**config.mk**
```make
export PLATFORM = sky130hd
export DESIGN_NAME = led_matrix_column_scanner
export DESIGN_NICKNAME = d
export VERILOG_FILES = /design/src/rtl/led_matrix_column_scanner.sv
export SDC_FILE = /design/constraint.sdc
export NUM_CORES = 1
export LEC_CHECK = 0
export ABC_AREA = 1
export BUFFER_PORTS_ARGS = -buffer_cell sky130_fd_sc_hd__buf_2
export CORE_MARGIN = 4
export CORE_UTILIZATION = 45
export CTS_CLUSTER_DIAMETER = 60
export DETAILED_ROUTE_END_ITERATION = 10
export PLACE_DENSITY = 0.77
export SYNTH_ARGS = -nofsm -noshare
export SYNTH_HDL_FRONTEND = slang
export SYNTH_SLANG_ARGS = --single-unit
```
**constraint.sdc**
```tcl
create_clock -name clk -period 1.65 [get_ports clk]
set_input_delay 0.0825 -clock clk [delete_from_list [all_inputs] [get_ports clk]]
set_output_delay 0.0825 -clock clk [all_outputs]
set_load 0.1 [all_outputs]
```
**src/rtl/led_matrix_column_scanner.sv**
```systemverilog
// Column scanner for the 5x7 LED matrix with a double-buffered frame.
// Frames swap only at the column-4 wrap so a scan never tears.
module led_matrix_column_scanner #(
  parameter int CLK_DIV        = 50000,
  parameter int BLANK_CYCLES   = 16,
  parameter bit COL_ACTIVE_LOW = 1'b1
) (
  input  logic        clk,
  input  logic        reset,
  input  logic [34:0] frame_in,
  input  logic        frame_valid,
  output logic        frame_ready,
  output logic [34:0] active_frame,
  output logic [2:0]  bin_number,
  output logic [4:0]  cols,
  output logic        blank,
  output logic        frame_done
);

  localparam int SW =
    (CLK_DIV > 1) ? $clog2(CLK_DIV) : 1;
  localparam logic [SW-1:0] BLANK_LAST =
    SW'(BLANK_CYCLES - 1);
  localparam logic [SW-1:0] SLOT_LAST =
    SW'(CLK_DIV - 1);
  localparam logic [4:0] COLS_OFF =
    COL_ACTIVE_LOW ? 5'b11111 : 5'b00000;

  typedef enum logic {
    s_blank,
    s_drive
  } state_t;

  state_t        state;
  state_t        state_n;
  logic [SW-1:0] slot_cnt;
  logic [SW-1:0] slot_n;
  logic [2:0]    col;
  logic [2:0]    col_n;
  logic [34:0]   pending;
  logic          pend_full;
  logic          pend_full_n;
  logic          slot_end;
  logic          wrap;
  logic          accept;
  logic [4:0]    on;
  logic [4:0]    cols_d;
  logic          blank_d;

  assign slot_end = (state == s_drive) &&
                    (slot_cnt == SLOT_LAST);
  assign wrap     = slot_end && (col == 3'd4);
  assign accept   = frame_valid && frame_ready;

  always_ff @(posedge clk) begin
    if (reset) begin
      state    <= s_blank;
      slot_cnt <= '0;
      col      <= '0;
    end else begin
      state    <= state_n;
      slot_cnt <= slot_n;
      col      <= col_n;
    end
  end

  always_comb begin
    state_n = state;
    slot_n  = slot_cnt + 1'b1;
    col_n   = col;
    unique case (1'b1)
      (state == s_blank): begin
        if (slot_cnt == BLANK_LAST)
          state_n = s_drive;
      end
      (state == s_drive): begin
        if (slot_end) begin
          state_n = s_blank;
          slot_n  = '0;
          col_n   = (col == 3'd4) ? 3'd0
                                  : col + 3'd1;
        end
      end
      default: state_n = s_blank;
    endcase
  end

  // Outputs are computed from next state so they land registered.
  always_comb begin
    on      = 5'b00001 << col_n;
    cols_d  = COLS_OFF;
    blank_d = 1'b1;
    if (state_n == s_drive) begin
      cols_d  = COL_ACTIVE_LOW ? ~on : on;
      blank_d = 1'b0;
    end
    pend_full_n = pend_full;
    if (wrap && pend_full)
      pend_full_n = 1'b0;
    if (accept)
      pend_full_n = 1'b1;
  end

  always_ff @(posedge clk) begin
    if (reset) begin
      cols         <= COLS_OFF;
      blank        <= 1'b1;
      bin_number   <= '0;
      frame_done   <= 1'b0;
      active_frame <= '0;
      pending      <= '0;
      pend_full    <= 1'b0;
      frame_ready  <= 1'b1;
    end else begin
      cols       <= cols_d;
      blank      <= blank_d;
      bin_number <= col_n;
      frame_done <= wrap;
      if (wrap && pend_full)
        active_frame <= pending;
      if (accept)
        pending <= frame_in;
      pend_full   <= pend_full_n;
      frame_ready <= !pend_full_n;
    end
  end

endmodule

```
* Word-level counts from Yosys, hierarchy flattened
Cells that the tools add are included.
** Operators by class
- Eq/ne operators :: 3
- Div/mod/pow operators :: 0
- Bitwise operators :: 3
- Reductions and logical operators :: 6
- Muxes and demuxes :: 11
- Multipliers :: 0
- Add/subtract/negate cells :: 2
- Shift operators :: 1
- Order comparisons :: 0
** Operators with widths (count)
- $mux 16 :: 2
- $add 16x1->16 const B :: 1
- $eq 16x16->1 const B :: 1
- $eq 16x4->1 const B :: 1
- $mux 3 :: 3
- $mux 1 :: 5
- $not 5->5 :: 1
- $shl 1x3->5 const A :: 1
- $logic_and 1x1->1 :: 4
- $add 3x1->3 const B :: 1
- $eq 3x3->1 const B :: 1
- $not 1->1 :: 2
- $pmux 1 s2 :: 1
- $reduce_or 2->1 :: 1
- $logic_not 1->1 :: 1
** Storage, ports and cells
- RAM bits :: 0
- Output and inout port bits :: 46
- Logic and storage cells :: 36
- Bits in latches :: 0
- Bits in read-only memories :: 0
- Bits in registers :: 99
- Memories :: 0

* Depth between registers and ports, before layout
- Word-level depth :: 7
- Gate-level depth with buffers :: 10
- Gate-level depth less buffers :: 10

* Worst setup path after synthesis
Ideal clock, no wire load.
- Path kind :: register -> register
- From :: register, netlist name bin_number[0]
- To :: register cols[1]
- Arrival time :: 1.987 ns
- Data required time :: 1.532 ns
- Path slack :: -0.455 ns
- Clock period less this slack :: 2.105 ns
- Cell stages (with the launch flop) :: 11
- Path through :: dfxtp_1 -> inv_1 -> ha_1 -> nand2_1 -> inv_1 -> nor2_1 -> inv_1 -> nand2_1 -> nand2_1 -> nor2_1 -> nand2_1
** RTL lines
- to (signal assigned) :: line 115 : cols <= cols_d;
- to (decl) :: line 15 : output logic [4:0] cols,

* Final worst setup path
- From :: register slot_cnt[0]
- To :: register active_frame[25]
** On the way
- Word-level cells in the longest chain between the ends :: 4
** Ends and longest elaborated chain
- from (decl) :: line 36 : logic [SW-1:0] slot_cnt;
- from (signal assigned) :: line 62 : slot_cnt <= slot_n;
- $eq 16x16->1 :: line 51 : (slot_cnt == SLOT_LAST);
- $logic_and 1x1->1 :: line 50 : assign slot_end = (state == s_drive) &&
- $logic_and 1x1->1 :: line 52 : assign wrap = slot_end && (col == 3'd4);
- $logic_and 1x1->1 :: line 119 : if (wrap && pend_full)
- to (signal assigned) :: line 120 : active_frame <= pending;
- to (decl) :: line 13 : output logic [34:0] active_frame,
Every way passes these cells.
A chain may end at the register's enable or synchronous reset.

==> flow_metrics.py <==
metrics = {
    "clocking": {
        "tritoncts_num_sinks": 99,
        "worst_skew_pair.late_latency_ps": 360,
        "clockRootBuffer": "sky130_fd_sc_hd__clkbuf_8",
        "numCtsBuffers": 9,
        "cts_tree": "yes",
        "ctsLongestPathBuffers": 2,
        "clk_transition_reported_paths_ps": 100,
        "htree_num_levels": 3,
    },
    "timing": {
        "finalHoldViolations": 0,
        "finClkSkew_ps": 13.5,
        "fin_crit_share": 0.932,
        "tns_ps": 0,
        "achievable-frequency_mhz": 650,
        "drv_slew": 0,
        "finalWorstPathRequiredPeriod_ps": 1540,
        "actual_slew_at_the_worst_max_slew_pin_ps": 495,
        "finalSetupViolations": 0,
        "timing.slew.headroom": 0.672,
    },
    "cells_and_area": {
        "footprint_of_the_multi_input_gates_mm2": 0.00176,
        "layout-area-overhead-vs-synth_pct": 31.4,
        "most_used_cells_in_the_layout_excluding_fill_and_tap_cells": "sky130_fd_sc_hd__nor2_1, sky130_fd_sc_hd__nand2_1, sky130_fd_sc_hd__dfxtp_1",
        "layout_cell_share_with_drive_strength_beyond_1": 0.223,
        "final_core_utilization": 0.607,
        "nets": 748,
        "number_of_antenna_cells_inserted": 0,
        "combined_flip_flop_and_latch_cell_area_mm2": 0.00200,
        "nFillCells": 770,
        "most_common_library_cell_in_the_layout_ignoring_fill_and_taps": "sky130_fd_sc_hd__nor2_1",
    },
    "status": {
        "status": "finished clean",
    },
    "setup_path": {
        "worstSetupPathDepth": 7,
        "worst_path_most_repeated_cell": "sky130_fd_sc_hd__nor2_1",
        "worst_path_maximum_fanout": 11,
        "r2r_cells": 7,
        "cp_slowest_stage_delay_ps": 370,
        "critical-path-slowest-cell": "sky130_fd_sc_hd__dfxtp_2",
        "signal_arrival_time_at_the_worst_endpoint_ps": 1800,
        "setup.worst_path.class": "reg2reg",
        "worst_setup_path_end_kind": "register",
        "cp.buffers_inverters": 1,
        "timing.critical_path.cells": "ha_4, nand3_4, nor2_4, nand4_2, buf_6, nor2_1, nor2_1",
        "critical-path-top-delay-family": "simple AND/OR/NAND/NOR gates",
        "worstSetupStartpointType": "register",
        "cp_data_required_time_ps": 1910,
    },
    "route": {
        "avgRoutedWirePerCell_um": 12.5,
        "drt-initial-drc-count": 151,
        "vias_per_cell": 4.76,
        "routed_wire_length_um": 10200,
        "initial_drt_pass_iterations": 4,
        "drc_errors": 0,
        "vias": 3905,
        "drt_antenna_net_count": 0,
    },
    "global_route": {
        "grt_pass1_wl_um": 15400,
        "grt_pass1_vias": 3528,
        "grt_use_total": 0.181,
        "grt.overflow.total": 0,
        "grt_max_degree": 47,
        "grt_antenna_before_repair": 0,
    },
    "synthesis": {
        "yosys.cell_types.count": 24,
        "synth-seq-cells": 99,
        "syn-mean-instance-area_um2": 6.95,
        "synthesis.area_mm2": 0.00403,
        "synth-xor-area-share": 0.00869,
        "post_synth_fa_ha_maj_area_fraction": 0.00931,
        "fraction_of_synthesized_cell_area_taken_by_the_top_area_cell_type": 0.492,
        "synth_simple_gate_area_share": 0.341,
        "post-synth-top-area-cell": "sky130_fd_sc_hd__dfxtp_1",
        "post_synthesis_mux_area_share": 0,
        "post_syn_instances": 580,
        "synth_top_family_by_area": "simple AND/OR/NAND/NOR gates",
        "yosysWarnings": 0,
        "yosysSeqAreaShare": 0.492,
        "postSynthNetCount": 621,
        "area_fraction_in_compound_gates_after_synthesis": 0.0599,
        "ys_top_cells_by_area": "sky130_fd_sc_hd__dfxtp_1, sky130_fd_sc_hd__nor2_1, sky130_fd_sc_hd__nand2_1",
    },
    "floorplanning": {
        "placement_rows": 34,
        "chipHeight_um": 103,
        "die-area_mm2": 0.0105,
        "pin_count": 84,
        "core-area_mm2": 0.00872,
        "die_x_um": 103,
        "floorplan.initialDensity": 0.462,
    },
    "power_and_ir_drop": {
        "leakagePower_nw": 2.68,
        "vdd.ir_drop.worst_mv": 0.499,
        "p_total_mw": 4.30,
        "power.density_cell_area_mw_per_mm2": 812,
    },
    "worst_hold_path": {
        "worstHoldPathType": "in2reg",
        "hold_path_stages": 3,
    },
    "placement": {
        "dpl.hpwl_um": 6350,
        "gp_congestion": 0.904,
        "buffers_on_ports": 83,
    },
    "run": {
        "cap_viol_max_count": 0,
    },
}
[flip-flops by register name, summed over array words and instances, names as in the netlist]
| signal | flops |
|---|---|
| active_frame | 35 |
| pending | 35 |
| slot_cnt | 16 |
| cols | 5 |
| bin_number | 3 |
| blank | 1 |
| frame_done | 1 |
| frame_ready | 1 |
| pend_full | 1 |
| state | 1 |
[path summary, 6_finish.rpt]
kind / from / end / slack (ps)
worst max-delay path: slot_cnt[0] / active_frame[25] / 110
worst max register to register: slot_cnt[0] / active_frame[25] / 110
worst min-delay path: frame_in[21] / pending[21] / 10
worst min register to register: pending[26] / active_frame[26] / 480
[synth_stat cells (all sizes together)]
| cell | n |
|---|---|
| nor2 | 185 |
| nand2 | 128 |
| dfxtp | 99 |
| inv | 60 |
| o21ai | 38 |
| nand3 | 19 |
| buf | 12 |
| clkbuf | 11 |
| a21oi | 9 |
| nand4 | 5 |
| ha | 3 |
| nor3 | 3 |
| xor2 | 3 |
| clkinv | 2 |
| a31oi | 1 |
| nor3b | 1 |
| xnor2 | 1 |
[what timing repair did]
action	in CTS	in global routing
setup buffers	1	6
pin swaps	1	3
resized for setup	0	22
gates cloned	0	6
hold buffers	26	0
hold endpoints to repair	26	0
endpoints found under the setup margin	28	56
[layout make-up]
cell class	instances	share of cell area
Clock buffer	9	0.0234
Multi-Input combinational cell	397	0.332
Tap cell	108	0.0255
Sequential cell	99	0.377
Timing Repair Buffer	138	0.186
Clock inverter	7	0.0116
Inverter	62	0.0439
[kinds of logic (layout without fill, tap and decap cells)]
logic type               after synthesis  after routing
AO/OA/AOI/OAI                         48             48
XOR/XNOR                               4              4
adder cells (fa/ha/maj)                3              3
buffers and inverters                 85            216
flip-flops                            99             99
AND/OR/NAND/NOR                      341            342
[layer usage]
metal,GRT usage,vias up,share of wire
met5,0,-,0
met4,0.0646,0,0.013
met3,0.0372,14,0.063
met2,0.305,110,0.48
met1,0.230,1764,0.44
li1,-,2017,-
[worst min-delay path, delay by kind of cell]
family                 cells  cell delay (ps)
buffers and inverters      1               80
and+or+nand+nor            1              100
AOI/OAI and AO/OA          1               80
[where the power goes]
group	internal (mW)	switching (mW)	total (mW)
sequential	2.47	0.0481	2.52
clock	0.576	0.887	1.46
combinational	0.140	0.181	0.321
total	3.18	1.12	4.30
[through the flow]
stage | setup WS [ps] | instance area (um2) | hold WS [ps] | instances
2_1_floorplan | 98.4 | 4040 | 249 | 580
3_3_place_gp | 60.9 | 4600 | 336 | 765
3_5_place_dp | -21.7 | 4600 | 337 | 765
4_1_cts | 0.0673 | 5060 | 0.839 | 808
5_1_grt | -2.78 | 5300 | 7.23 | 820
6_report | 112 | 5300 | 10.6 | 820
Power figures use the tool's default switching activity.
